## src/rtl/regfile_seq.sv

```systemverilog
// Micro-sequencer for one register-register op: read rs1/rs2, run the external ALU, write rd back.
// Latency: accept edge E, done pulse at E+5 (E+4 when wen=0) with a one-cycle ALU; op_ready again a cycle later.
// Backpressure: op_ready is high only in IDLE; one op in flight, and op_* are ignored while busy.
//
// Ports:
//   clk, res            clock and synchronous active-high reset
//   op_valid/op_ready   op handshake; op_rd/op_rs1/op_rs2/op_wen describe the op
//   lSel/rSel/oSel      regfile selects, zero whenever the matching strobe is low
//   LOUT/ROUT/OIN       regfile read/write strobes; o is the write-back data
//   l, r                regfile read data, valid the cycle after LOUT/ROUT
//   alu_a/alu_b         latched operands; alu_start pulses once; alu_done/alu_y return the result
//   done/err            completion pulse; err=1 means the ALU timed out and nothing was written
module regfile_seq #(
    parameter int WIDTH       = 16,
    parameter int REG_WIDTH   = 4,
    parameter int ALU_TIMEOUT = 16
) (
    input  logic                 clk,
    input  logic                 res,
    input  logic                 op_valid,
    output logic                 op_ready,
    input  logic [REG_WIDTH-1:0] op_rd,
    input  logic [REG_WIDTH-1:0] op_rs1,
    input  logic [REG_WIDTH-1:0] op_rs2,
    input  logic                 op_wen,
    output logic [REG_WIDTH-1:0] lSel,
    output logic [REG_WIDTH-1:0] rSel,
    output logic [REG_WIDTH-1:0] oSel,
    output logic                 LOUT,
    output logic                 ROUT,
    output logic                 OIN,
    output logic [WIDTH-1:0]     o,
    input  logic [WIDTH-1:0]     l,
    input  logic [WIDTH-1:0]     r,
    output logic [WIDTH-1:0]     alu_a,
    output logic [WIDTH-1:0]     alu_b,
    output logic                 alu_start,
    input  logic                 alu_done,
    input  logic [WIDTH-1:0]     alu_y,
    output logic                 done,
    output logic                 err
);

    localparam int CW = $clog2(ALU_TIMEOUT + 1);

    typedef enum logic [2:0] {
        S_IDLE,
        S_READ,
        S_LATCH,
        S_EXEC,
        S_WB,
        S_DONE
    } state_t;

    state_t               state;
    logic [REG_WIDTH-1:0] rd_q;
    logic                 wen_q;
    logic [CW-1:0]        cnt;

    // Every output is a register that is loaded on the transition into the
    // state that owns it, so nothing combinational reaches a port from an input.
    always_ff @(posedge clk) begin
        if (res) begin
            state     <= S_IDLE;
            op_ready  <= 1'b1;
            rd_q      <= '0;
            wen_q     <= 1'b0;
            cnt       <= '0;
            lSel      <= '0;
            rSel      <= '0;
            oSel      <= '0;
            LOUT      <= 1'b0;
            ROUT      <= 1'b0;
            OIN       <= 1'b0;
            o         <= '0;
            alu_a     <= '0;
            alu_b     <= '0;
            alu_start <= 1'b0;
            done      <= 1'b0;
            err       <= 1'b0;
        end else begin
            case (state)
                S_IDLE: begin
                    if (op_valid) begin
                        // lSel/rSel hold rs1/rs2 for the READ cycle.
                        rd_q     <= op_rd;
                        wen_q    <= op_wen;
                        lSel     <= op_rs1;
                        rSel     <= op_rs2;
                        LOUT     <= 1'b1;
                        ROUT     <= 1'b1;
                        op_ready <= 1'b0;
                        state    <= S_READ;
                    end
                end
                S_READ: begin
                    LOUT  <= 1'b0;
                    ROUT  <= 1'b0;
                    lSel  <= '0;
                    rSel  <= '0;
                    state <= S_LATCH;
                end
                S_LATCH: begin
                    // The file registers its outputs, so l/r are valid only now.
                    alu_a     <= l;
                    alu_b     <= r;
                    alu_start <= 1'b1;
                    cnt       <= CW'(1);
                    state     <= S_EXEC;
                end
                S_EXEC: begin
                    alu_start <= 1'b0;
                    // alu_done is checked first so a result on the last allowed
                    // cycle still counts as success.
                    if (alu_done) begin
                        if (wen_q) begin
                            OIN   <= 1'b1;
                            oSel  <= rd_q;
                            o     <= alu_y;
                            state <= S_WB;
                        end else begin
                            done  <= 1'b1;
                            err   <= 1'b0;
                            state <= S_DONE;
                        end
                    end else if (cnt == CW'(ALU_TIMEOUT)) begin
                        done  <= 1'b1;
                        err   <= 1'b1;
                        state <= S_DONE;
                    end else begin
                        cnt <= cnt + CW'(1);
                    end
                end
                S_WB: begin
                    OIN   <= 1'b0;
                    oSel  <= '0;
                    o     <= '0;
                    done  <= 1'b1;
                    err   <= 1'b0;
                    state <= S_DONE;
                end
                S_DONE: begin
                    done     <= 1'b0;
                    err      <= 1'b0;
                    op_ready <= 1'b1;
                    state    <= S_IDLE;
                end
                default: begin
                    state <= S_IDLE;
                end
            endcase
        end
    end

endmodule

```

## config.mk

```make
export PLATFORM = sky130hd
export DESIGN_NAME = regfile_seq
export DESIGN_NICKNAME = d
export VERILOG_FILES = /design/src/rtl/regfile_seq.sv
export SDC_FILE = /design/constraint.sdc
export NUM_CORES = 1
export LEC_CHECK = 0
export BUFFER_PORTS_ARGS = -buffer_cell sky130_fd_sc_hd__buf_2
export CAP_MARGIN = 20
export CORE_MARGIN = 1.5
export CORE_UTILIZATION = 30
export CTS_BUF_LIST = sky130_fd_sc_hd__clkbuf_4 sky130_fd_sc_hd__clkbuf_8
export CTS_CLUSTER_DIAMETER = 60
export DETAILED_ROUTE_END_ITERATION = 7
export PLACE_DENSITY = 0.64
export SLEW_MARGIN = 20
export SYNTH_ARGS = -nofsm -noshare
export SYNTH_HDL_FRONTEND = slang
export SYNTH_SLANG_ARGS = --single-unit
```

## constraint.sdc

```tcl
create_clock -name clk -period 3.45 [get_ports clk]
set_input_delay 0.1725 -clock clk [delete_from_list [all_inputs] [get_ports clk]]
set_output_delay 0.1725 -clock clk [all_outputs]
set_load 0.005 [all_outputs]
```

==> qor.json <==
{
  "core_area_sq_mm": 0.00977,
  "via_count_of_the_first_global_routing_pass": 2408,
  "count_of_input_and_output_buffers": 131,
  "cp_slowest_cell": "dfxtp_1",
  "floorplan.initialDensity_pct": 30.8,
  "drt.antenna.violating_nets": 0,
  "postCtsSetupRepairBufs": 0,
  "hold_viol": 0,
  "tightest_slew_ns": 0.915,
  "yosysUniqueCellTypes": 42,
  "finalWorstSetupSlack_ns": 1.29,
  "antenna_cells": 0,
  "timing.critical_path.buf_inv": 0,
  "post_drt_wl_per_cell_microns": 12.7,
  "setup-violations-final": 0,
  "dp.cells": 578,
  "critical_path.cell_chain": "nand3_1 > nor3_2 > a22o_1",
  "cts.path.max_buffers": 2,
  "synth_warnings": 0,
  "placement.setup.worst_slack_ns": 1.26,
  "source_to_sink_clock_delay_at_the_later_pin_of_the_worst_skew_pair_ns": 0.34,
  "final.fill_count": 1003,
  "syn_avg_cell_area_sq_um": 8.87,
  "htree_num_levels": 3,
  "max_slew_margin_pct": 38.7,
  "hp-class": "in2reg",
  "synth.top_cells.by_area": "dfxtp_1, nand2_1, a21oi_1",
  "synthToLayoutAreaGrowth_pct": 30.8,
  "setup-tns-final_ns": 0,
  "final_cell_count_no_fill": 594,
  "placementRows": 36,
  "grt_first_pass_wirelength_mm": 11.2,
  "cp-end-kind": "flop",
  "antenna_found_initial": 0,
  "total_power_mw": 2.00,
  "gp_congestion": 0.737,
  "max_cap_viol_count": 0,
  "post_drt_via_cell_ratio": 4.72,
  "cp-start-kind": "flop",
  "cts_buffers": 9,
  "number_of_sinks_driven_by_the_clock_tree": 79,
  "cts.repair.resized": 0,
  "detail_route.wirelength_mm": 7.52,
  "unrepaired_setup_endpoints_after_global_routing": "false",
  "drive_gt1_share_pct": 34.3,
  "peakVddDrop_mv": 0.234,
  "syn-cell-area_sq_mm": 0.00302,
  "final_period_minus_worst_setup_slack_ns": 2.16,
  "ys_seq_elements": 79,
  "grt_remaining_overflow": 0,
  "seq_area_frac_synth_pct": 52.4,
  "final_max_slew_viol_count": 0,
  "cp_top_family": "simple AND/OR/NAND/NOR gates",
  "clkSlewWorstSetupHoldPaths_ns": 0.08,
  "postCtsHoldBufs": 0,
  "drt-initial-drc-count": 98,
  "postSynthCellCount": 340,
  "die_height_microns": 103,
  "tritoncts_clock_tree": "built",
  "critical-path-max-stage-delay_ns": 0.77,
  "power.density_cell_area_mw_per_mm2": 508,
  "finalNetCount": 523,
  "max_freq_mhz": 462,
  "status": "completed",
  "synth_top_area_cell": "dfxtp_1",
  "mappedNetlistNets": 407,
  "die-area_sq_mm": 0.0107,
  "critical_path.max_fanout": 17,
  "pin_count": 132,
  "worstPathRequired_ns": 3.73,
  "power.static_leakage_nw": 1.77,
  "timing.clock.skew_ns": 0.00649,
  "vias": 2802,
  "worstSetupPathType": "reg2reg",
  "maximum_number_of_pins_on_one_net_before_global_route_repair": 41,
  "gr-usage-all-layers_pct": 13.4,
  "post-dp-hpwl_mm": 5.34,
  "die_w_microns": 103,
  "clk_root_buffer_cell": "clkbuf_8",
  "worst-endpoint-arrival_ns": 2.44,
  "period_share_pct": 62.7,
  "drt_pre_antenna_iters": 4,
  "synth_largest_type_area_fraction_pct": 52.4,
  "drcViolationCount": 0
}
==> synth_stat cells <==
cell type and count:
dfxtp_1 79, nand2_1 74, a21oi_1 55, o21ai_0 18, clkbuf_1 16, a22o_1 14
nor2_1 10, nand3_1 8, buf_2 7, mux2i_1 5, nand2b_1 5, inv_1 4
a211oi_1 3, buf_4 3, or4_1 3, a31oi_1 2, buf_6 2, ha_1 2
nand4b_1 2, nor3_1 2, nor4_1 2, or2_2 2, or3_1 2, or3b_2 2
a211oi_2 1, a21o_1 1, a2bb2oi_1 1, a311oi_1 1, and3_1 1, nand3b_4 1
nand4bb_1 1, nor2b_1 1, nor3_2 1, nor3b_1 1, nor3b_2 1, nor4b_4 1
nor4bb_1 1, o211a_1 1, o211ai_1 1, o21bai_1 1, o311ai_0 1, or4b_1 1
==> placed cells by master, fill, tap and decap left out, types with 2 or more instances in the layout <==
master,netlist,final
nand2_1,74,74
mux2i_1,5,5
a21oi_1,55,55
a22o_1,14,14
o21ai_0,18,18
buf_2,7,131
a31oi_1,2,2
nand4b_1,2,2
or4_1,3,3
nand3_1,8,8
nor4_1,2,2
a211oi_1,3,3
inv_1,4,4
ha_1,2,2
nand2b_1,5,5
bufinv_16,0,2
dfxtp_1,79,79
clkbuf_8,0,10
nor3_1,2,2
nor2_1,10,10
or3b_2,2,2
buf_4,3,2
or3_1,2,2
or2_2,2,2
==> per-layer routing <==
metal  global-route usage, %  wire length (microns)  vias to the layer above
li1                        -                      -                     1411
met1                    16.8                   3510                     1274
met2                    22.1                   3430                      106
met3                    3.23                    467                       11
met4                    5.72                    110                        0
met5                       0                      0                        -
==> per-stage QoR <==
step	hold slack (ns)	util, %	area, sq um
final	0.0395	40.4	3950
after floorplan	0.298	-	3020
after global routing	0.0180	40.4	3950
after detailed placement	0.390	38.0	3720
after CTS	0.0194	40.4	3950
after global placement	0.382	38.0	3720
==> where the power goes <==
part	switching, mW	internal, mW	total (mW)
Sequential	0.0391	0.959	0.998
Combinational	0.136	0.107	0.243
Clock	0.327	0.436	0.763
==> flip-flops by register name, summed over array words and instances (netlist names) <==
| name | cells |
|---|---|
| alu_a | 16 |
| oSel | 4 |
| op_ready | 1 |
| lSel | 4 |
| cnt | 5 |
| rSel | 4 |
| state | 3 |
| o | 16 |
| wen_q | 1 |
| alu_start | 1 |
| ROUT | 1 |
| alu_b | 16 |
| err | 1 |
| rd_q | 4 |
| done | 1 |
| OIN | 1 |
==> final cells by class <==
type	instances	area [sq um]	share of cell area (%)
multi-input cells	229	1280	32.6
clock inverters	5	81.3	2.06
repair buffers	133	671	17.0
inverters	4	15.0	0.381
clock buffers	11	145	3.68
flip-flops and latches	79	1580	40.1
well taps	133	166	4.22
==> path summary, 6_finish.rpt <==
path                              start                     to  slack [ns]  cells after the start
setup / recovery  state[0]$_SDFFE_PP0P_   oSel[3]$_SDFFE_PP0P_        1.29                      3
hold / removal                 alu_y[5]      o[5]$_SDFFE_PP0P_        0.04                      2
setup reg to reg  state[0]$_SDFFE_PP0P_   oSel[3]$_SDFFE_PP0P_        1.29                      3
hold reg to reg   alu_b[8]$_SDFFE_PP0P_  alu_b[8]$_SDFFE_PP0P_        0.45                      2
==> cells by family after synthesis <==
family	share of synthesized area, %
simple gates	20.2
compound gates	19.7
flops	52.4
buf+inv	5.14
mux	1.66
fa+ha+maj	0.830
Power figures use the tool's default switching activity.
